<file path="config.mk">
export PLATFORM = sky130hd
export DESIGN_NAME = imem_arbiter_flat
export DESIGN_NICKNAME = d
export VERILOG_FILES = /design/src/rtl/imem_arb_pkg.sv /design/src/rtl/imem_arbiter_if.sv /design/src/rtl/imem_arbiter_rr_arb2.sv /design/src/rtl/imem_arbiter.sv /design/src/flat_wrapper.sv
export SDC_FILE = /design/constraint.sdc
export NUM_CORES = 1
export LEC_CHECK = 0
export BUFFER_PORTS_ARGS = -buffer_cell sky130_fd_sc_hd__buf_2
export CAP_MARGIN = 20
export CORE_AREA = 2 2 96 98
export DETAILED_ROUTE_END_ITERATION = 7
export DIE_AREA = 0 0 98 100
export GPL_TIMING_DRIVEN = 1
export PLACE_DENSITY = 0.78
export SETUP_SLACK_MARGIN = 0.5
export SKIP_LAST_GASP = 1
export SYNTH_ARGS = -nofsm -noshare
export SYNTH_HDL_FRONTEND = slang
export SYNTH_SLANG_ARGS = --single-unit
</file>
<file path="constraint.sdc">
create_clock -name clk -period 2.2 [get_ports clk]
set_input_delay 0.11 -clock clk [delete_from_list [all_inputs] [get_ports clk]]
set_output_delay 0.11 -clock clk [all_outputs]
set_load 0.01 [all_outputs]
</file>
<file path="src/rtl/imem_arb_pkg.sv">
// rtl/imem_arb_pkg.sv - shared types and constants for the instruction-RAM arbiter
package imem_arb_pkg;

  typedef enum logic [1:0] {IDLE, CPU_RSP, WB_RSP} state_t;
  typedef enum logic {GNT_CPU, GNT_WB} grant_t;

  localparam int          DEF_ADDR_W = 6;
  localparam int          DATA_W     = 32;
  localparam logic [31:0] NOP_INST   = 32'h0000_0013;

  // Bits above the word index must be zero; the byte offset is don't-care.
  function automatic logic addr_in_range(input logic [31:0] addr, input int aw);
    return (addr >> (aw + 2)) == 32'd0;
  endfunction

endpackage

</file>
<file path="src/rtl/imem_arbiter_if.sv">
// rtl/imem_arbiter_if.sv - fetch, Wishbone and SRAM signals of the instruction-RAM arbiter
interface imem_arbiter_if
  import imem_arb_pkg::*;
#(
  parameter int ADDR_W = DEF_ADDR_W
);
  logic              cpu_req;
  logic [31:0]       cpu_addr;
  logic [DATA_W-1:0] cpu_inst;
  logic              cpu_valid;

  logic              wb_cyc_i;
  logic              wb_stb_i;
  logic              wb_we_i;
  logic [31:0]       wb_adr_i;
  logic [DATA_W-1:0] wb_dat_i;
  logic [3:0]        wb_sel_i;
  logic [DATA_W-1:0] wb_dat_o;
  logic              wb_ack_o;

  logic              mem_en;
  logic [3:0]        mem_we;
  logic [ADDR_W-1:0] mem_addr;
  logic [DATA_W-1:0] mem_wdata;
  logic [DATA_W-1:0] mem_rdata;

  modport slave (
    input  cpu_req, cpu_addr, wb_cyc_i, wb_stb_i, wb_we_i, wb_adr_i, wb_dat_i, wb_sel_i, mem_rdata,
    output cpu_inst, cpu_valid, wb_dat_o, wb_ack_o, mem_en, mem_we, mem_addr, mem_wdata
  );

  modport master (
    output cpu_req, cpu_addr, wb_cyc_i, wb_stb_i, wb_we_i, wb_adr_i, wb_dat_i, wb_sel_i, mem_rdata,
    input  cpu_inst, cpu_valid, wb_dat_o, wb_ack_o, mem_en, mem_we, mem_addr, mem_wdata
  );
endinterface

</file>
<file path="src/rtl/imem_arbiter_rr_arb2.sv">
// rtl/imem_arbiter_rr_arb2.sv - two-way round-robin arbiter; bit 0 is the CPU, bit 1 is Wishbone
module rr_arb2
  import imem_arb_pkg::*;
(
  input  logic       clk,
  input  logic       rst_n,
  input  logic [1:0] req,
  input  logic       advance,
  output logic [1:0] gnt
);

  grant_t last_grant;

  always_comb begin
    gnt = 2'b00;
    case (req)
      2'b01:   gnt = 2'b01;
      2'b10:   gnt = 2'b10;
      2'b11:   gnt = (last_grant == GNT_WB) ? 2'b01 : 2'b10;
      default: gnt = 2'b00;
    endcase
  end

  // Resetting to WB lets the CPU win the first tie after reset.
  always_ff @(posedge clk) begin
    if (!rst_n) begin
      last_grant <= GNT_WB;
    end else if (advance && (gnt != 2'b00)) begin
      last_grant <= gnt[1] ? GNT_WB : GNT_CPU;
    end
  end

endmodule

</file>
<file path="src/rtl/imem_arbiter.sv">
// rtl/imem_arbiter.sv - shares one synchronous-read instruction RAM between fetch and a Wishbone slave
module imem_arbiter
  import imem_arb_pkg::*;
#(
  parameter int ADDR_W = DEF_ADDR_W
)(
  input  logic           clk,
  input  logic           rst_n,
  imem_arbiter_if.slave  bus
);

  state_t      state, state_nxt;
  logic [1:0]  req, gnt;
  logic        issue, issue_range;
  logic        in_range_q, we_q;
  logic [31:0] cpu_inst_q, wb_dat_q, cpu_rsp, wb_rsp;
  logic        cpu_valid, wb_ack;
  logic        mem_en;
  logic [3:0]  mem_we;
  logic [ADDR_W-1:0] mem_addr;
  logic [31:0] mem_wdata;

  // Arbitration only happens in IDLE and never while reset is asserted.
  assign req   = {bus.wb_cyc_i & bus.wb_stb_i, bus.cpu_req} & {2{(state == IDLE) && rst_n}};
  assign issue = |gnt;

  rr_arb2 u_arb (
    .clk     (clk),
    .rst_n   (rst_n),
    .req     (req),
    .advance (issue),
    .gnt     (gnt)
  );

  always_comb begin
    state_nxt   = state;
    mem_en      = 1'b0;
    mem_we      = 4'b0000;
    mem_addr    = '0;
    mem_wdata   = 32'd0;
    issue_range = 1'b0;
    case (state)
      IDLE: begin
        if (gnt[0]) begin
          mem_en      = 1'b1;
          mem_addr    = bus.cpu_addr[ADDR_W+1:2];
          issue_range = addr_in_range(bus.cpu_addr, ADDR_W);
          state_nxt   = CPU_RSP;
        end else if (gnt[1]) begin
          mem_en      = 1'b1;
          mem_addr    = bus.wb_adr_i[ADDR_W+1:2];
          issue_range = addr_in_range(bus.wb_adr_i, ADDR_W);
          if (bus.wb_we_i && issue_range) begin
            mem_we    = bus.wb_sel_i;
            mem_wdata = bus.wb_dat_i;
          end
          state_nxt   = WB_RSP;
        end
      end
      CPU_RSP: state_nxt = IDLE;
      WB_RSP:  state_nxt = IDLE;
      default: state_nxt = IDLE;
    endcase
  end

  assign cpu_rsp   = in_range_q ? bus.mem_rdata : NOP_INST;
  assign wb_rsp    = in_range_q ? bus.mem_rdata : 32'd0;
  assign cpu_valid = (state == CPU_RSP) && rst_n;
  assign wb_ack    = (state == WB_RSP) && rst_n && bus.wb_cyc_i && bus.wb_stb_i;

  always_ff @(posedge clk) begin
    if (!rst_n) begin
      state      <= IDLE;
      in_range_q <= 1'b0;
      we_q       <= 1'b0;
      cpu_inst_q <= 32'd0;
      wb_dat_q   <= 32'd0;
    end else begin
      state <= state_nxt;
      if (issue) begin
        in_range_q <= issue_range;
        we_q       <= gnt[1] & bus.wb_we_i;
      end
      if (cpu_valid) cpu_inst_q <= cpu_rsp;
      if (wb_ack && !we_q) wb_dat_q <= wb_rsp;
    end
  end

  // Response data is live in the response cycle and held afterwards.
  assign bus.cpu_inst  = cpu_valid ? cpu_rsp : cpu_inst_q;
  assign bus.cpu_valid = cpu_valid;
  assign bus.wb_dat_o  = (wb_ack && !we_q) ? wb_rsp : wb_dat_q;
  assign bus.wb_ack_o  = wb_ack;
  assign bus.mem_en    = mem_en;
  assign bus.mem_we    = mem_we;
  assign bus.mem_addr  = mem_addr;
  assign bus.mem_wdata = mem_wdata;

endmodule

</file>
<file path="src/flat_wrapper.sv">
// flat-port wrapper written by rule: the top's interface ports become plain ports
module imem_arbiter_flat import imem_arb_pkg::*;
#(
  parameter int ADDR_W = DEF_ADDR_W
)
  (clk, rst_n, bus_cpu_req, bus_cpu_addr, bus_wb_cyc_i, bus_wb_stb_i, bus_wb_we_i, bus_wb_adr_i, bus_wb_dat_i, bus_wb_sel_i, bus_mem_rdata, bus_cpu_inst, bus_cpu_valid, bus_wb_dat_o, bus_wb_ack_o, bus_mem_en, bus_mem_we, bus_mem_addr, bus_mem_wdata);
  imem_arbiter_if #(.ADDR_W(ADDR_W)) bus_i ();
  input  logic clk;
  input  logic rst_n;
  input wire logic [$bits(bus_i.cpu_req)-1:0] bus_cpu_req;
  input wire logic [$bits(bus_i.cpu_addr)-1:0] bus_cpu_addr;
  input wire logic [$bits(bus_i.wb_cyc_i)-1:0] bus_wb_cyc_i;
  input wire logic [$bits(bus_i.wb_stb_i)-1:0] bus_wb_stb_i;
  input wire logic [$bits(bus_i.wb_we_i)-1:0] bus_wb_we_i;
  input wire logic [$bits(bus_i.wb_adr_i)-1:0] bus_wb_adr_i;
  input wire logic [$bits(bus_i.wb_dat_i)-1:0] bus_wb_dat_i;
  input wire logic [$bits(bus_i.wb_sel_i)-1:0] bus_wb_sel_i;
  input wire logic [$bits(bus_i.mem_rdata)-1:0] bus_mem_rdata;
  output wire logic [$bits(bus_i.cpu_inst)-1:0] bus_cpu_inst;
  output wire logic [$bits(bus_i.cpu_valid)-1:0] bus_cpu_valid;
  output wire logic [$bits(bus_i.wb_dat_o)-1:0] bus_wb_dat_o;
  output wire logic [$bits(bus_i.wb_ack_o)-1:0] bus_wb_ack_o;
  output wire logic [$bits(bus_i.mem_en)-1:0] bus_mem_en;
  output wire logic [$bits(bus_i.mem_we)-1:0] bus_mem_we;
  output wire logic [$bits(bus_i.mem_addr)-1:0] bus_mem_addr;
  output wire logic [$bits(bus_i.mem_wdata)-1:0] bus_mem_wdata;
  assign bus_i.cpu_req = bus_cpu_req;
  assign bus_i.cpu_addr = bus_cpu_addr;
  assign bus_i.wb_cyc_i = bus_wb_cyc_i;
  assign bus_i.wb_stb_i = bus_wb_stb_i;
  assign bus_i.wb_we_i = bus_wb_we_i;
  assign bus_i.wb_adr_i = bus_wb_adr_i;
  assign bus_i.wb_dat_i = bus_wb_dat_i;
  assign bus_i.wb_sel_i = bus_wb_sel_i;
  assign bus_i.mem_rdata = bus_mem_rdata;
  assign bus_cpu_inst = bus_i.cpu_inst;
  assign bus_cpu_valid = bus_i.cpu_valid;
  assign bus_wb_dat_o = bus_i.wb_dat_o;
  assign bus_wb_ack_o = bus_i.wb_ack_o;
  assign bus_mem_en = bus_i.mem_en;
  assign bus_mem_we = bus_i.mem_we;
  assign bus_mem_addr = bus_i.mem_addr;
  assign bus_mem_wdata = bus_i.mem_wdata;
  imem_arbiter #(.ADDR_W(ADDR_W)) u_core (.clk(clk), .rst_n(rst_n), .bus(bus_i));
endmodule
</file>
==> results of run 1 <==
==> layout by cell type (no fill, tap or decap), drive strengths merged <==
cell	n
and2	69
clkinvlp	1
and3	1
clkbuf	17
nor4	12
o21a	1
dfxtp	69
or3	1
o21ai	33
nand2b	1
nor2b	4
bufinv	2
nand3	32
and4	1
inv	1
o211ai	1
a21boi	33
nand4b	1
buf	292
diode	2
nor3	1
nor3b	1
nand3b	1
clkinv	1
and4b	1
nand2	131
o211a	1
a22o	6
a31oi	1
a21oi	1
nand4	3
==> per-stage QoR <==
stage | area [sq um] | util, % | cells
after global routing | 6350 | 71.5 | 831
final | 6360 | 71.5 | 833
after detailed placement | 4640 | 52.1 | 770
after global placement | 4640 | 52.1 | 770
after floorplan | 3330 | - | 439
after CTS | 5310 | 59.7 | 807
==> worst min path at each step <==
stage	slack, ns	end	cells past startpoint
after floorplan	0.30	u_core.wb_dat_q[10]$_SDFF_PN0_	2
after global placement	0.42	u_core.wb_dat_q[10]$_SDFF_PN0_	3
after detailed placement	0.42	u_core.wb_dat_q[14]$_SDFF_PN0_	3
after CTS	0.04	u_core.wb_dat_q[14]$_SDFF_PN0_	3
after global routing	0.05	u_core.wb_dat_q[21]$_SDFF_PN0_	3
final	0.04	u_core.wb_dat_q[29]$_SDFF_PN0_	3
==> cell type report <==
class / count / area, sq um / area share, %
Multi-Input combinational cell: 337 / 2430 / 38.3
Timing Repair Buffer: 298 / 2170 / 34.1
Sequential cell: 69 / 1390 / 21.9
Clock buffer: 11 / 141 / 2.22
Tap cell: 111 / 139 / 2.18
Clock inverter: 4 / 72.6 / 1.14
Antenna cell: 2 / 5.00 / 0.0787
Inverter: 1 / 3.75 / 0.0590
==> layer usage <==
metal | part of all wire, % | routed length, microns | vias up
li1 | - | - | 2021
met5 | 0 | 0 | -
met3 | 7.4 | 1110 | 32
met2 | 51 | 7670 | 224
met4 | 2.4 | 360 | 0
met1 | 39 | 5960 | 2025
==> flip-flops by register name, indices dropped and copies added (netlist names) <==
name and count:
u_core.state 2, u_core.cpu_inst_q 32, u_core.wb_dat_q 32, u_core.u_arb.last_grant 1, u_core.in_range_q 1, u_core.we_q 1
==> logic make-up after synthesis <==
group                  Yosys count
buffers and inverters           33
and+or+nand+nor                260
AOI/OAI and AO/OA               77
DFF                             69
==> worst min-delay path, stage by stage <==
cell      delay (ns)
buf_2           0.11
nand3_2         0.07
a21boi_1        0.06
==> report_power, final <==
| group | switching, uW | total, uW | internal [uW] | leakage, uW |
|---|---|---|---|---|
| logic | 231 | 457 | 226 | 0.00246 |
| clock network | 496 | 1160 | 662 | 0.000105 |
| registers | 17.0 | 1280 | 1260 | 0.000558 |
| total | 745 | 2890 | 2150 | 0.00312 |
==> what timing repair did <==
| action | 4_1_cts | 5_1_grt |
|---|---|---|
| pin swaps | 39 | 46 |
| resized for setup | 82 | 160 |
| setup buffers | 15 | 15 |
| setup endpoints to repair | 96 | 106 |
| cloned | 7 | 9 |
==> metrics.cfg, run 1 <==
[timing]
finalCriticalPeriod_ns=1.95
fin_tns_setup_ns=0
postLayoutSetupSlackWorst_ns=0.252
final_max_slew_viol_count=0
fmax_mhz=513
worst_clock_skew_ns=0.0116
timing.final.crit_share_pct=88.6
relSlewSlack_pct=64.9
tightest_slew_ns=0.522
hold_violations=0
timing.hold.ws_ns=0.0436
setup_violations=0
rsz0062_at_grt=yes

[drt]
routed_wl_microns=15100
wire_per_inst_microns=18.1
viasPerCell=5.16
drt_iter0_markers=249
firstDrtPassIters=7
route.detailed.drc=0
via_count=4302
drtAntennaViolNets=0

[synthesis]
syn-cell-area_sq_um=3330
ys_ff_latch=69
yosys.area_share.simple_pct=38.9
ys_types=31
ys_seq_area_share_pct=41.4
syn_inst=439
synth_top_family_by_area=simple AND/OR/NAND/NOR gates
yosysTopAreaCell=dfxtp_1
synth_xor_area_share_pct=0
avgSynthCellArea_sq_um=7.60
synth_nets=577
yosys-top-cells-area=dfxtp_1 41%, nand2_1 15%, and2_1 13%
ys_warn_count=0
synth_most_common_cell=nand2_1
synth_flop_cell=dfxtp_1
synth-edff-count=0
synthMuxAreaShare_pct=0
async_flop_share_pct=0
synth_compound_area_share_pct=15.0
yosysTopAreaCellShare_pct=41.4
synth_common_cells=131 x nand2_1, 69 x dfxtp_1, 68 x and2_1, 33 x o21ai_0, 32 x nand3_1
synthAdderAreaFrac_pct=0

[power_and_ir_drop]
power_density_nw_per_um2=455
ir_drop_v=0.000304
p_total_uw=2890
leakagePower_uw=0.00312

[die]
die_y_microns=100
die_w_microns=98
ios=247
die_area_sq_um=9800
core_area_sq_um=8890
start_util_pct=37.5
num_rows=35

[clock_network]
clockBufferDepth=2
htree_levels=3
path_clk_slew_ns=0.07
cts_hold_buf=0
root_buffer=clkbuf_8
cts_tree=done
cts_num_sinks=69
clock_latency_ns=0.35
cts_buffers=9

[grt]
met2_usage_pct=41.9
grt_max_degree=43
track_usage_pct=25.2
first_global_vias=3859
gr-total-overflow=0
grt_pass1_wl_microns=19200
antenna_found_initial=1
gr-usage-met1_pct=32.7
met3_usage_pct=6.27
grt-busiest-layer=met2

[worst_setup_path]
required_ns=2.09
critPathLaunch=bus_wb_adr_i[20]
cpLargestDelayFamily=simple AND/OR/NAND/NOR gates
crit_type=primary input to output port
cp_num_buf_inv=4
setup.worst_path.end=bus_mem_wdata[6]
r2r-start=u_core.state[1]$_SDFFE_PP0N_
max_stage_delay_ns=0.49
reg2reg_depth=10
critical_path_depth=8
cpMaxStageDelayCell=nor4_1
r2r-end=u_core.cpu_inst_q[28]$_SDFF_PN0_
arrival_ns=1.84
r2r_setup_slack_ns=0.50
cp_max_fo=9
crit_chain=buf_2 -> nor4_1 -> nand4_1 -> nor3_4 -> buf_6 -> clkbuf_16 -> and2_1 -> buf_2
crit_path_end_kind=output port
critPathLaunchType=primary input
crit_top_cell=buf_2

[cells_and_area]
syn_to_final_growth_pct=90.7
nets=854
drive_gt1_share_pct=56.9
fill_cells=659

[placement]
dpl_worst_slack_ns=0.409
hpwl_microns=9370
place.gp.congestion=0.891
io_buffers=242

[worst_hold_path]
min_from=bus_mem_rdata[29]
hold_path.class=primary input to flip-flop

[status]
outcome=complete, no violations

[run]
cap_violations=0

Power figures use the tool's default switching activity.
==> run 2, diff against run 1 <==
--- a/config.mk
+++ b/config.mk
@@ -7,13 +7,14 @@
 export LEC_CHECK = 0
 export BUFFER_PORTS_ARGS = -buffer_cell sky130_fd_sc_hd__buf_2
 export CAP_MARGIN = 20
-export CORE_AREA = 2 2 96 98
+export CORE_AREA = 2 2 95 97
 export DETAILED_ROUTE_END_ITERATION = 7
-export DIE_AREA = 0 0 98 100
+export DIE_AREA = 0 0 97 99
 export GPL_TIMING_DRIVEN = 1
-export PLACE_DENSITY = 0.78
+export PLACE_DENSITY = 0.82
 export SETUP_SLACK_MARGIN = 0.5
 export SKIP_LAST_GASP = 1
 export SYNTH_ARGS = -nofsm -noshare
 export SYNTH_HDL_FRONTEND = slang
+export SYNTH_HIERARCHICAL = 1
 export SYNTH_SLANG_ARGS = --single-unit
==> constraint.sdc (replaced) <==
create_clock -name clk -period 2 [get_ports clk]
set_input_delay 0.4 -clock clk [delete_from_list [all_inputs] [get_ports clk]]
set_output_delay 0.4 -clock clk [all_outputs]
set_load 0.01 [all_outputs]
==> metrics.cfg, run 2 <==
[status]
outcome=stopped before the end
haltStage=global routing
first-error=[ERROR DPL-0038] Utilization greater than 100%, impossible to legalize

[grt]
grt_max_degree=71

[placement]
hpwl_microns=8830  ; -5.7%
placed_area_sq_um=5370  ; +16%
place.gp.congestion=0.869  ; -2.5%
io_buffers=242  ; unchanged

[synthesis]
synth_common_cells=128 x nand2_1, 69 x dfxtp_1, 68 x and2_1, 34 x nand3_1, 31 x a21boi_1
yosys-top-cells-area=dfxtp_1 40%, nand2_1 14%, and2_1 12%
ys_seq_area_share_pct=39.9  ; -1.6 points
ys_types=34  ; +9.7%
yosysTopAreaCell=dfxtp_1
synth_most_common_cell=nand2_1
ys_ff_latch=69  ; unchanged
synth_flop_cell=dfxtp_1
syn-cell-area_sq_um=3470  ; +3.9%
synth-edff-count=0  ; unchanged
ys_warn_count=6  ; +6
async_flop_share_pct=0  ; unchanged
synth_nets=594  ; +2.9%
syn_inst=456  ; +3.9%
avgSynthCellArea_sq_um=7.60  ; about the same
yosysTopAreaCellShare_pct=39.9  ; -1.6 points

[clock_network]
cts_num_sinks=69  ; unchanged
cts_buffers=9  ; unchanged
htree_levels=3  ; unchanged
root_buffer=clkbuf_8
clockBufferDepth=2  ; unchanged
cts_hold_buf=0  ; unchanged

[die]
ios=247  ; unchanged
die_y_microns=99  ; -1.0%
num_rows=34  ; -2.9%
die_w_microns=97  ; -1.0%
start_util_pct=40.5  ; +3.0 points

[timing]
crit_endpoint=bus_mem_wdata[28]
endpoint_type=primary output

[run 2: cells by family after synthesis]
| group | Yosys count | share of synthesized area (%) |
|---|---|---|
| AO/OA/AOI/OAI | 76 | 14.1 |
| buffers and inverters | 39 | 5.45 |
| flip-flops | 69 | 39.9 |
| AND/OR/NAND/NOR | 272 | 40.6 |
[run 2: what timing repair did]
action                                 CTS
endpoints found under the hold margin    0
pin swaps                               95
setup endpoints to repair              168
buffers inserted                        49
resized for setup                      279
gates cloned                            17
[run 2: metrics by stage]
| step | util, % | setup WS, ns | cells |
|---|---|---|---|
| global placement | 62.8 | -0.392 | 818 |
| floorplan | - | -0.540 | 456 |
| detailed placement | 62.8 | -0.427 | 818 |
| CTS | 89.6 | -0.727 | 900 |
==> run 3, diff against run 2 <==
--- a/config.mk
+++ b/config.mk
@@ -7,12 +7,10 @@
 export LEC_CHECK = 0
 export BUFFER_PORTS_ARGS = -buffer_cell sky130_fd_sc_hd__buf_2
 export CAP_MARGIN = 20
-export CORE_AREA = 2 2 95 97
+export CORE_UTILIZATION = 40
 export DETAILED_ROUTE_END_ITERATION = 7
-export DIE_AREA = 0 0 97 99
 export GPL_TIMING_DRIVEN = 1
-export PLACE_DENSITY = 0.82
-export SETUP_SLACK_MARGIN = 0.5
+export PLACE_DENSITY_LB_ADDON = 0.15
 export SKIP_LAST_GASP = 1
 export SYNTH_ARGS = -nofsm -noshare
 export SYNTH_HDL_FRONTEND = slang
==> metrics.cfg, run 3 <==
[status]
outcome=finished, violations left
violations=negative setup slack

[placement]
place_inst=802  ; -2.0%
io_buffers=242  ; unchanged
place.gp.congestion=0.789  ; -9.2%
hpwl_microns=8350  ; -5.5%

[worst_setup_path]
required_ns=1.60
r2r-start=u_core/state[1]$_SDFFE_PP0P_
r2r_setup_slack_ns=-0.38
critPathLaunch=u_core/state[1]$_SDFFE_PP0P_
r2r-end=u_core/wb_dat_q[24]$_SDFF_PN0_
cp_max_fo=18
critPathLaunchType=flip-flop
setup.worst_path.end=bus_mem_wdata[7]
crit_path_end_kind=output port
crit_type=flip-flop to output port
reg2reg_depth=16
arrival_ns=2.37

[die]
start_util_pct=41.8  ; +1.2 points
die_y_microns=95.1  ; -4.0%
num_rows=33  ; -2.9%
core_area_sq_um=8300
ios=247  ; unchanged
die_w_microns=95.1  ; -2.0%
die_area_sq_um=9040

[synthesis]
synth_flop_cell=dfxtp_1
ys_warn_count=6  ; unchanged
avgSynthCellArea_sq_um=7.60  ; unchanged
yosysTopAreaCell=dfxtp_1
synth_common_cells=128 x nand2_1, 69 x dfxtp_1, 68 x and2_1, 34 x nand3_1, 31 x a21boi_1
ys_ff_latch=69  ; unchanged
synth_nets=594  ; unchanged
ys_types=34  ; unchanged
yosysTopAreaCellShare_pct=39.9  ; unchanged
synth-edff-count=0  ; unchanged
syn_inst=456  ; unchanged
synth_most_common_cell=nand2_1
ys_seq_area_share_pct=39.9  ; unchanged
yosys-top-cells-area=dfxtp_1 40%, nand2_1 14%, and2_1 12%
async_flop_share_pct=0  ; unchanged
syn-cell-area_sq_um=3470  ; unchanged

[grt]
antenna_found_initial=0
grt_pass1_wl_microns=19000
grt_max_degree=44
first_global_vias=3935
track_usage_pct=27.4
gr-total-overflow=0

[drt]
drt_iter0_markers=199
routed_wl_microns=14800
drtAntennaViolNets=0
viasPerCell=5.13
firstDrtPassIters=5
route.detailed.drc=0
via_count=4476
wire_per_inst_microns=16.9

[clock_network]
cts_tree=done
cts_buffers=9  ; unchanged
clock_latency_ns=0.35
clockBufferDepth=2  ; unchanged
cts_num_sinks=69  ; unchanged
path_clk_slew_ns=0.08
htree_levels=3  ; unchanged
cts_hold_buf=0  ; unchanged
root_buffer=clkbuf_8

[timing]
tightest_slew_ns=0.348
relSlewSlack_pct=76.8
fmax_mhz=361
timing.hold.ws_ns=0.348
final_max_slew_viol_count=0
setup_violations=110
postLayoutSetupSlackWorst_ns=-0.768
finalCriticalPeriod_ns=2.77
hold_violations=0
rsz0062_at_grt=yes
timing.final.crit_share_pct=138
worst_clock_skew_ns=0.0113

[cells_and_area]
nets=900
top_regs=u_core/cpu_inst_q (32), u_core/wb_dat_q (32), u_core/state (2)
fill_cells=460
n_antenna_cell=0
drive_gt1_share_pct=67.0
final_cell_mix=199 x buf_2, 66 x dfxtp_1, 59 x buf_4
syn_to_final_growth_pct=102
finalNonFillerCells=872
final_common_cell=buf_2
regArea_sq_um=1390
multi_input_area_sq_um=2810

[power_and_ir_drop]
power_density_nw_per_um2=411
ir_drop_v=0.000372
leakagePower_uw=0.00336

[run]
cap_violations=0

[worst_hold_path]
hold_path.class=primary input to flip-flop

[run 3: cell counts after synthesis]
No cell type changed its count.
[run 3: stage by stage]
step / instance area (sq um) / power [uW] / TNS, ns / worst slack, ns / utilization, %
after floorplan: 3610 / 1520 / -18.89 / -0.541 / -
after global placement: 5050 / 1700 / -19.59 / -0.370 / 60.8
after detailed placement: 5050 / 1700 / -22.06 / -0.424 / 60.8
after CTS: 6270 / 2850 / -44.14 / -0.700 / 75.5
after global routing: 7010 / 3000 / -61.09 / -0.879 / 84.4
final: 7010 / 2880 / -52.21 / -0.768 / 84.4
[run 3: cell families (layout without fill, tap and decap cells)]
logic type,after synthesis,after routing,synth area share (%)
simple gates,272,272,40.6
compound gates,76,76,14.1
flops,69,69,39.9
buf+inv,39,350,5.45
[run 3: layout make-up]
type                            count  share of cell area [%]
Multi-Input combinational cell    348                    40.1
Timing Repair Buffer              330                    35.2
Sequential cell                    69                    19.8
Tap cell                          105                    1.87
Clock buffer                       10                    1.82
Clock inverter                      6                   0.911
Inverter                            4                   0.286
[run 3: power by group]
part           internal (uW)  leakage [uW]  switching (uW)
clock                    574     0.0000923             548
sequential              1380      0.000557            4.86
combinational            194       0.00271             180
[run 3: how the worst min path moves through the flow]
stage	to	start	slack, ns	depth (start not counted)
global placement	u_core/wb_dat_q[0]$_SDFF_PN0_	u_core/wb_dat_q[0]$_SDFF_PN0_	0.45	2
finish	u_core/wb_dat_q[12]$_SDFF_PN0_	bus_mem_rdata[12]	0.35	3
floorplan	u_core/wb_dat_q[0]$_SDFF_PN0_	u_core/wb_dat_q[0]$_SDFF_PN0_	0.44	2
CTS	u_core/wb_dat_q[6]$_SDFF_PN0_	bus_mem_rdata[6]	0.34	3
detailed placement	u_core/wb_dat_q[0]$_SDFF_PN0_	u_core/wb_dat_q[0]$_SDFF_PN0_	0.45	2
global route	u_core/wb_dat_q[29]$_SDFF_PN0_	bus_mem_rdata[29]	0.36	3
[run 3: worst max-delay path: stages (launching register included)]
cell      delay [ns]
dfxtp_2         0.34
or2_4           0.26
nor2_4          0.09
a21boi_4        0.20
nor2b_4         0.19
nand4_4         0.12
nor4_4          0.24
buf_6           0.17
buf_12          0.14
and2_1          0.14
buf_2           0.13
[run 3: metal layers]
| metal | track usage [%] | share of wire, % | wire length (microns) | vias up |
|---|---|---|---|---|
| li1 | - | - | - | 2131 |
| met1 | 36.1 | 41 | 6060 | 2159 |
| met2 | 44.0 | 51 | 7590 | 176 |
| met3 | 7.50 | 6.7 | 994 | 10 |
| met4 | 7.07 | 0.81 | 119 | 0 |
| met5 | 0 | 0 | 0 | - |
[run 3: what timing repair did]
| item | in CTS | in global routing |
|---|---|---|
| gates resized for setup | 193 | 119 |
| pin swaps | 55 | 36 |
| cloned | 7 | 7 |
| endpoints found under the setup margin | 105 | 111 |
| setup buffers | 33 | 12 |
